File: src/rtl/note_seq_pkg.sv
// ----------------------------------------------------------------------------
// note_seq_pkg
// Types and constants shared by the note sequencer and its note table.
//   state_e      : sequencer state encoding (IDLE / LOAD / PLAY / GAP)
//   note_entry_t : one note table entry {freq, sw, dur}
//   SW_MUTE      : wave-select value that silences the generator
// Entry field widths are fixed here; the sequencer's freq_width_p and
// dur_width_p must not exceed NOTE_FREQ_W / NOTE_DUR_W.
// ----------------------------------------------------------------------------
package note_seq_pkg;

    localparam int NOTE_FREQ_W = 16;
    localparam int NOTE_DUR_W  = 16;

    localparam logic [3:0] SW_MUTE = 4'b0000;

    typedef enum logic [1:0] {
        ST_IDLE = 2'd0,
        ST_LOAD = 2'd1,
        ST_PLAY = 2'd2,
        ST_GAP  = 2'd3
    } state_e;

    typedef struct packed {
        logic [NOTE_FREQ_W-1:0] freq;
        logic [3:0]             sw;
        logic [NOTE_DUR_W-1:0]  dur;
    } note_entry_t;

endpackage

File: src/rtl/note_table.sv
// ----------------------------------------------------------------------------
// note_table
// depth_p-entry note storage: one synchronous write port, one combinational
// read port.
//   i_clk     : clock, writes on rising edge
//   i_wr_v    : write strobe
//   i_wr_addr : write address
//   i_wr_data : entry to write
//   i_rd_addr : read address
//   o_rd_data : entry at i_rd_addr (combinational)
// ----------------------------------------------------------------------------
module note_table
    import note_seq_pkg::*;
#(
    parameter int depth_p = 16
) (
    input  logic                       i_clk,
    input  logic                       i_wr_v,
    input  logic [$clog2(depth_p)-1:0] i_wr_addr,
    input  note_entry_t                i_wr_data,
    input  logic [$clog2(depth_p)-1:0] i_rd_addr,
    output note_entry_t                o_rd_data
);

    note_entry_t r_mem [depth_p];

    // NOTE: storage has no reset; contents are undefined until written, which
    // keeps the array mappable onto plain RAM / register-file cells.
    always_ff @(posedge i_clk) begin
        if (i_wr_v) begin
            r_mem[i_wr_addr] <= i_wr_data;
        end
    end

    assign o_rd_data = r_mem[i_rd_addr];

endmodule

File: src/rtl/note_sequencer.sv
// ----------------------------------------------------------------------------
// note_sequencer
// Plays a programmed list of notes into a waveform generator. Each note sets
// the generator frequency and wave select for a number of accepted samples.
//   clk_i, reset_i : clock, async active-high reset
//   wr_*_i         : note table write port (freq, one-hot wave, duration)
//   len_i          : number of notes to play (0 = start ignored)
//   start_i/stop_i : start playback / abort playback (stop wins)
//   loop_i         : wrap to note 0 after the last note
//   sample_v_i     : generator accepted a sample (duration tick)
//   freq_ctrl_o    : generator frequency word (held in IDLE)
//   sw_o           : generator wave select, 0000 = mute
//   note_idx_o     : index of current note
//   busy_o         : not IDLE
//   done_o         : one-cycle pulse when a non-looped sequence ends
// Build option: define NOTE_SEQ_GAP_EN to insert a muted gap of
// gap_samples_p samples between consecutive notes (including loop wrap).
// depth_p must be a power of two, at least 2.
// ----------------------------------------------------------------------------
module note_sequencer
    import note_seq_pkg::*;
#(
    parameter int width_p      = 24,  // sample width of the generator, informational
    parameter int depth_p      = 16,
    parameter int freq_width_p = 16,
    parameter int dur_width_p  = 16
`ifdef NOTE_SEQ_GAP_EN
    , parameter int gap_samples_p = 64
`endif
) (
    input  logic                         clk_i,
    input  logic                         reset_i,
    input  logic                         wr_v_i,
    input  logic [$clog2(depth_p)-1:0]   wr_addr_i,
    input  logic [freq_width_p-1:0]      wr_freq_i,
    input  logic [3:0]                   wr_sw_i,
    input  logic [dur_width_p-1:0]       wr_dur_i,
    input  logic [$clog2(depth_p):0]     len_i,
    input  logic                         start_i,
    input  logic                         stop_i,
    input  logic                         loop_i,
    input  logic                         sample_v_i,
    output logic [freq_width_p-1:0]      freq_ctrl_o,
    output logic [3:0]                   sw_o,
    output logic [$clog2(depth_p)-1:0]   note_idx_o,
    output logic                         busy_o,
    output logic                         done_o
);

    localparam int IDX_W = $clog2(depth_p);
    localparam int LEN_W = IDX_W + 1;

`ifdef NOTE_SEQ_GAP_EN
    // A zero-length gap would never reach its terminal count; clamp to 1.
    localparam int GAP_LOAD = (gap_samples_p < 1) ? 1 : gap_samples_p;
    localparam int GAP_W    = $clog2(GAP_LOAD + 1);
`endif

    state_e                  r_state;
    logic [IDX_W-1:0]        r_idx;
    logic [LEN_W-1:0]        r_len;
    logic [dur_width_p-1:0]  r_cnt;
    logic [freq_width_p-1:0] r_freq;
    logic [3:0]              r_sw;
    logic                    r_done;
`ifdef NOTE_SEQ_GAP_EN
    logic [GAP_W-1:0]        r_gap_cnt;
`endif

    note_entry_t             w_wr_entry;
    note_entry_t             w_rd_entry;
    logic                    w_last;

    assign w_wr_entry.freq = NOTE_FREQ_W'(wr_freq_i);
    assign w_wr_entry.sw   = wr_sw_i;
    assign w_wr_entry.dur  = NOTE_DUR_W'(wr_dur_i);

    note_table #(
        .depth_p (depth_p)
    ) u_table (
        .i_clk     (clk_i),
        .i_wr_v    (wr_v_i),
        .i_wr_addr (wr_addr_i),
        .i_wr_data (w_wr_entry),
        .i_rd_addr (r_idx),
        .o_rd_data (w_rd_entry)
    );

    // Current note is the final one of the latched sequence length.
    assign w_last = ({1'b0, r_idx} == (r_len - 1'b1));

    // NOTE: all state is updated with non-blocking assignments so every
    // register samples pre-edge values regardless of statement order.
    always_ff @(posedge clk_i or posedge reset_i) begin
        if (reset_i) begin
            r_state   <= ST_IDLE;
            r_idx     <= '0;
            r_len     <= '0;
            r_cnt     <= '0;
            r_freq    <= '0;
            r_sw      <= SW_MUTE;
            r_done    <= 1'b0;
`ifdef NOTE_SEQ_GAP_EN
            r_gap_cnt <= '0;
`endif
        end else begin
            r_done <= 1'b0;
            if (stop_i && (r_state != ST_IDLE)) begin
                // Abort outranks note end, loop wrap and gap expiry.
                r_state <= ST_IDLE;
                r_sw    <= SW_MUTE;
            end else begin
                case (r_state)
                    ST_IDLE: begin
                        if (start_i && (len_i != '0)) begin
                            r_len   <= len_i;
                            r_idx   <= '0;
                            r_state <= ST_LOAD;
                        end
                    end
                    ST_LOAD: begin
                        r_freq  <= freq_width_p'(w_rd_entry.freq);
                        r_sw    <= w_rd_entry.sw;
                        // A zero duration still plays for one sample.
                        r_cnt   <= (w_rd_entry.dur == '0) ? dur_width_p'(1)
                                                          : dur_width_p'(w_rd_entry.dur);
                        r_state <= ST_PLAY;
                    end
                    ST_PLAY: begin
                        if (sample_v_i) begin
                            r_cnt <= r_cnt - 1'b1;
                            if (r_cnt == dur_width_p'(1)) begin
                                if (w_last && !loop_i) begin
                                    r_state <= ST_IDLE;
                                    r_sw    <= SW_MUTE;
                                    r_done  <= 1'b1;
                                end else begin
                                    // Index advances now so LOAD reads the next entry.
                                    r_idx <= w_last ? '0 : r_idx + 1'b1;
`ifdef NOTE_SEQ_GAP_EN
                                    r_state   <= ST_GAP;
                                    r_sw      <= SW_MUTE;
                                    r_gap_cnt <= GAP_W'(GAP_LOAD);
`else
                                    r_state <= ST_LOAD;
`endif
                                end
                            end
                        end
                    end
`ifdef NOTE_SEQ_GAP_EN
                    ST_GAP: begin
                        if (sample_v_i) begin
                            r_gap_cnt <= r_gap_cnt - 1'b1;
                            if (r_gap_cnt == GAP_W'(1)) begin
                                r_state <= ST_LOAD;
                            end
                        end
                    end
`endif
                    default: begin
                        r_state <= ST_IDLE;
                        r_sw    <= SW_MUTE;
                    end
                endcase
            end
        end
    end

    assign freq_ctrl_o = r_freq;
    assign sw_o        = r_sw;
    assign note_idx_o  = r_idx;
    assign busy_o      = (r_state != ST_IDLE);
    assign done_o      = r_done;

endmodule

File: config.mk
export PLATFORM = sky130hd
export DESIGN_NAME = note_sequencer
export DESIGN_NICKNAME = d
export VERILOG_FILES = /design/src/rtl/note_seq_pkg.sv /design/src/rtl/note_table.sv /design/src/rtl/note_sequencer.sv
export SDC_FILE = /design/constraint.sdc
export NUM_CORES = 1
export LEC_CHECK = 0
export BUFFER_PORTS_ARGS = -buffer_cell sky130_fd_sc_hd__buf_4
export CAP_MARGIN = 20
export CORE_ASPECT_RATIO = 0.7
export CORE_MARGIN = 4
export CORE_UTILIZATION = 58
export CTS_CLUSTER_DIAMETER = 40
export DETAILED_ROUTE_END_ITERATION = 10
export PLACE_DENSITY = 0.75
export SETUP_SLACK_MARGIN = 0.3
export SLEW_MARGIN = 20
export SYNTH_ARGS = -nofsm -noshare
export SYNTH_HDL_FRONTEND = slang
export SYNTH_SLANG_ARGS = --single-unit
export TNS_END_PERCENT = 30
File: constraint.sdc
create_clock -name clk_i -period 3.6 [get_ports clk_i]
set_input_delay 0.36 -clock clk_i [delete_from_list [all_inputs] [get_ports clk_i]]
set_output_delay 0.36 -clock clk_i [all_outputs]
set_load 0.05 [all_outputs]
==> results.txt <==
----------------------------------------------------
[Status]
  Result of the run ... complete, no violations

[Place]
  Post-DP HPWL ... 30770 um
  Area post-placement ... 0.02604 mm2
  Global placer's final weighted congestion ... 0.8504
  PortBufs ... 77

[Final layout]
  Nets@finish ... 1470
  Area Growth Syn to Fin ... 14.27%
  Fraction of layout cells with a size suffix above 1 ... 0.2320
  Utilization after layout ... 0.6754
  Most common cell after layout, fill and taps aside ... sky130_fd_sc_hd__edfxtp_1
  Post-route standard cell area excluding fillers ... 0.02793 mm2
  Commonest cells after routing, fill and taps aside ... sky130_fd_sc_hd__edfxtp_1 (576), sky130_fd_sc_hd__buf_4 (115), sky130_fd_sc_hd__mux2i_1 (107), sky130_fd_sc_hd__mux4_2 (96), sky130_fd_sc_hd__nand2_1 (83)

[Clock tree]
  Count of clock tree sinks ... 624
  CTS tree ... built
  Inserted Clock Buffers ... 57
  Post-CTS setup-driven buffer insertion count ... 0
  Clock transition at path regs ... 0.07 ns
  Number of H-tree levels ... 2
  Number of buffers on the longest clock path ... 3
  Clk_lat worst skew ... 0.60 ns
  CTS root buf ... sky130_fd_sc_hd__clkbuf_16

[Timing]
  Top achievable clock speed ... 0.3413 GHz
  Count of endpoints failing setup in the final report ... 0
  Actual slew at the worst max-slew pin ... 0.8585 ns
  Clk_skew ... 0.01167 ns
  Relative slew margins ... 0.4263
  Setup repair after global routing missed its margin ... false
  Total count of max-transition violations in the final report ... 0
  Period utilisation layout ... 0.8139
  Final setup TNS ... 0 ns
  Final hold vios ... 0
  Final Hold Slack ... 0.05966 ns
  Time the worst path needs with I/O delays and setup ... 2.930 ns

[Worst setup path]
  Data required, critical path ... 4.12 ns
  Capture instance of the worst register-to-register path ... r_cnt[0]
  Largest fanout on the critical path ... 26
  Cell with the largest stage delay on the worst path ... sky130_fd_sc_hd__dfrtp_4
  Path type of the worst setup path ... register to register
  Family with the most delay on the worst path ... simple AND/OR/NAND/NOR gates
  Reg-to-reg setup timing slack ... 0.67 ns
  Worst r2r src ... note_idx_o[0]
  Worst r2r path cells ... 7
  Slowest Stage Delay on Critical Path ... 0.75 ns
  Cell-by-cell listing of the critical path ... mux4_2 -> a22o_1 -> nor2_1 -> nand4_1 -> nor4_1 -> a31oi_1 -> o21ai_1
  Buf+Inv Stages, Crit Path ... 0
  Critical path data arrival time ... 3.45 ns
  Setup crit end kind ... register
  Critical path launch point type ... register

[Yosys]
  Top FF cell, synth ... sky130_fd_sc_hd__edfxtp_1
  Post-synthesis sequential area ratio ... 0.7569
  Count of unique library cells instantiated by Yosys ... 48
  Flops & latches, synth ... 624
  Syn Nets ... 1345
  Count of mapped cells out of synthesis ... 1284
  Syn. warnings ... 0
  Fraction of synthesized area in multiplexers ... 0.1346
  Simple-gate share of the synthesized area ... 0.03333
  Async set-or-reset flop fraction in the synthesized netlist ... 0.07692
  Dominant combinational cell family by area after synthesis ... multiplexers
  Mean area per synthesized cell ... 19.03 um2
  XOR/XNOR Fraction of Synth Area ... 0.002765
  Number of synthesized flops with an enable pin ... 576
  Compound-Gate Fraction of Synth Area ... 0.05279
  Post-synthesis cell area ... 0.02444 mm2
  Adder-cell share of the synthesized area ... 0.004608

[Routing]
  First-pass iteration count of the detailed router ... 7
  Count of unresolved DRC violations after routing ... 0
  Initial DRC Count ... 1441
  Via count ... 13010
  DR vias/cell ... 6.497
  Average wire per standard cell ... 27.45 um
  Post-route ant nets ... 0
  Total wire length ... 54950 um

[GRT]
  Number of antenna violations at the first check in global routing ... 2
  Global-route usage over all layers ... 0.2421
  Wire length of the first global-routing pass ... 82450 um
  Largest net degree at the start of global routing ... 40
  Via count of the first global-routing pass ... 13160
  Aggregate global routing overflow ... 0

[Floorplanning]
  Chip width ... 253.3 um
  Initial standard-cell utilization of the core ... 0.5911
  Vertical die dimension ... 179.7 um
  Number of rows in the core area ... 62
  Core footprint ... 0.04135 mm2
  Ports placed on the boundary ... 78
  Die outline area ... 0.04554 mm2

[Job]
  Number of maximum-capacitance violations ... 0

[Min path]
  Class of the worst hold path ... input port to register
  Cells on Worst Hold Path ... 1
  Hold path startpoint ... wr_dur_i[10]
  Worst min-delay path endpoint ... u_table.r_mem[1][10]

[Power]
  Worst voltage drop across the vdd grid ... 0.0004687 V
  Power per unit of standard cell area ... 666.3 mW/mm2
  Leakage Power ... 0.008891 uW

----------------------------------------------------
-- per-layer routing --
layer | part of all wire | GRT usage | vias to the layer above
met4 | 0.021 | 0.05579 | 2
li1 | - | - | 5537
met5 | 0.00024 | 0 | -
met1 | 0.43 | 0.3819 | 6723
met2 | 0.46 | 0.3572 | 646
met3 | 0.089 | 0.04840 | 99
-- kinds of logic after synthesis --
kind of cell / after synthesis
buf+inv: 81
compound gates: 183
xor+xnor: 6
simple gates: 173
flops: 624
fa+ha+maj: 9
mux: 208
-- metrics by stage --
stage,cells,power (uW),setup WS (ns)
floorplan,1284,11790,0.08022
global placement,1888,12720,0.8034
detailed placement,1888,12840,0.7403
CTS,2000,18690,0.7068
global route,2002,19380,0.4209
finish,2002,18610,0.6698
-- synthesized netlist by cell type (14+ instances only) --
cell type                  count  area, um2
sky130_fd_sc_hd__a21oi_1      22      110.1
sky130_fd_sc_hd__a221oi_1     23      201.4
sky130_fd_sc_hd__buf_2        14      70.07
sky130_fd_sc_hd__clkbuf_1     39      146.4
sky130_fd_sc_hd__dfrtp_1      48       1201
sky130_fd_sc_hd__edfxtp_1    576      17300
sky130_fd_sc_hd__inv_1        14      52.55
sky130_fd_sc_hd__mux2i_1     107       1071
sky130_fd_sc_hd__mux4_2       96       2162
sky130_fd_sc_hd__nand2_1      83      311.6
sky130_fd_sc_hd__nand3_1      16      80.08
sky130_fd_sc_hd__nor2_1       23      86.33
sky130_fd_sc_hd__nor3_1       16      80.08
sky130_fd_sc_hd__o21ai_0      51      255.2
sky130_fd_sc_hd__o221ai_1     48      420.4
-- power breakdown --
group	internal [uW]	total (uW)	switching [uW]
Sequential	8300	8650	347
Clock	3290	5890	2600
Combinational	1830	4070	2240
-- worst max path at each step --
| stage | from | endpoint | slack, ns | depth (start not counted) |
|---|---|---|---|---|
| 6_report | note_idx_o[0] | r_cnt[0] | 0.67 | 7 |
| 5_1_grt | note_idx_o[0] | r_cnt[0] | 0.42 | 7 |
| 4_1_cts | note_idx_o[0] | r_cnt[0] | 0.71 | 8 |
| 3_5_place_dp | note_idx_o[0] | r_cnt[0] | 0.74 | 8 |
| 3_3_place_gp | note_idx_o[0] | r_cnt[0] | 0.80 | 8 |
| 2_1_floorplan | wr_addr_i[3] | u_table.r_mem[4][0] | 0.08 | 2 |
-- what timing repair did --
action / CTS / global route
endpoints found under the hold margin: 5 / 36
hold buffers: 5 / 1
resized for setup: 0 / 0
-- worst reg2reg max path: cells and delay by family, from the launching register on --
family           cells  cell delay, ns
multiplexers         1            0.59
AO/OA/AOI/OAI        3            0.55
AND/OR/NAND/NOR      3            0.97
flip-flops           1            0.75
-- flip-flops by register name, summed over array words and instances (netlist names) --
register and count:
r_cnt 16, r_len 5, sw_o 4, note_idx_o 4, r_state 2, freq_ctrl_o 16
u_table.r_mem 576, done_o 1
-- area by class of cell --
cell class	instances	area [um2]
sequential	624	18510
clock buffer	83	1627
inverter	14	53.80
fill	2630	13420
clock inverter	24	195.2
antenna	1	2.502
tap	544	680.7
timing repair buffer	133	1164
multi-input combinational	579	5697
Power figures use the tool's default switching activity.
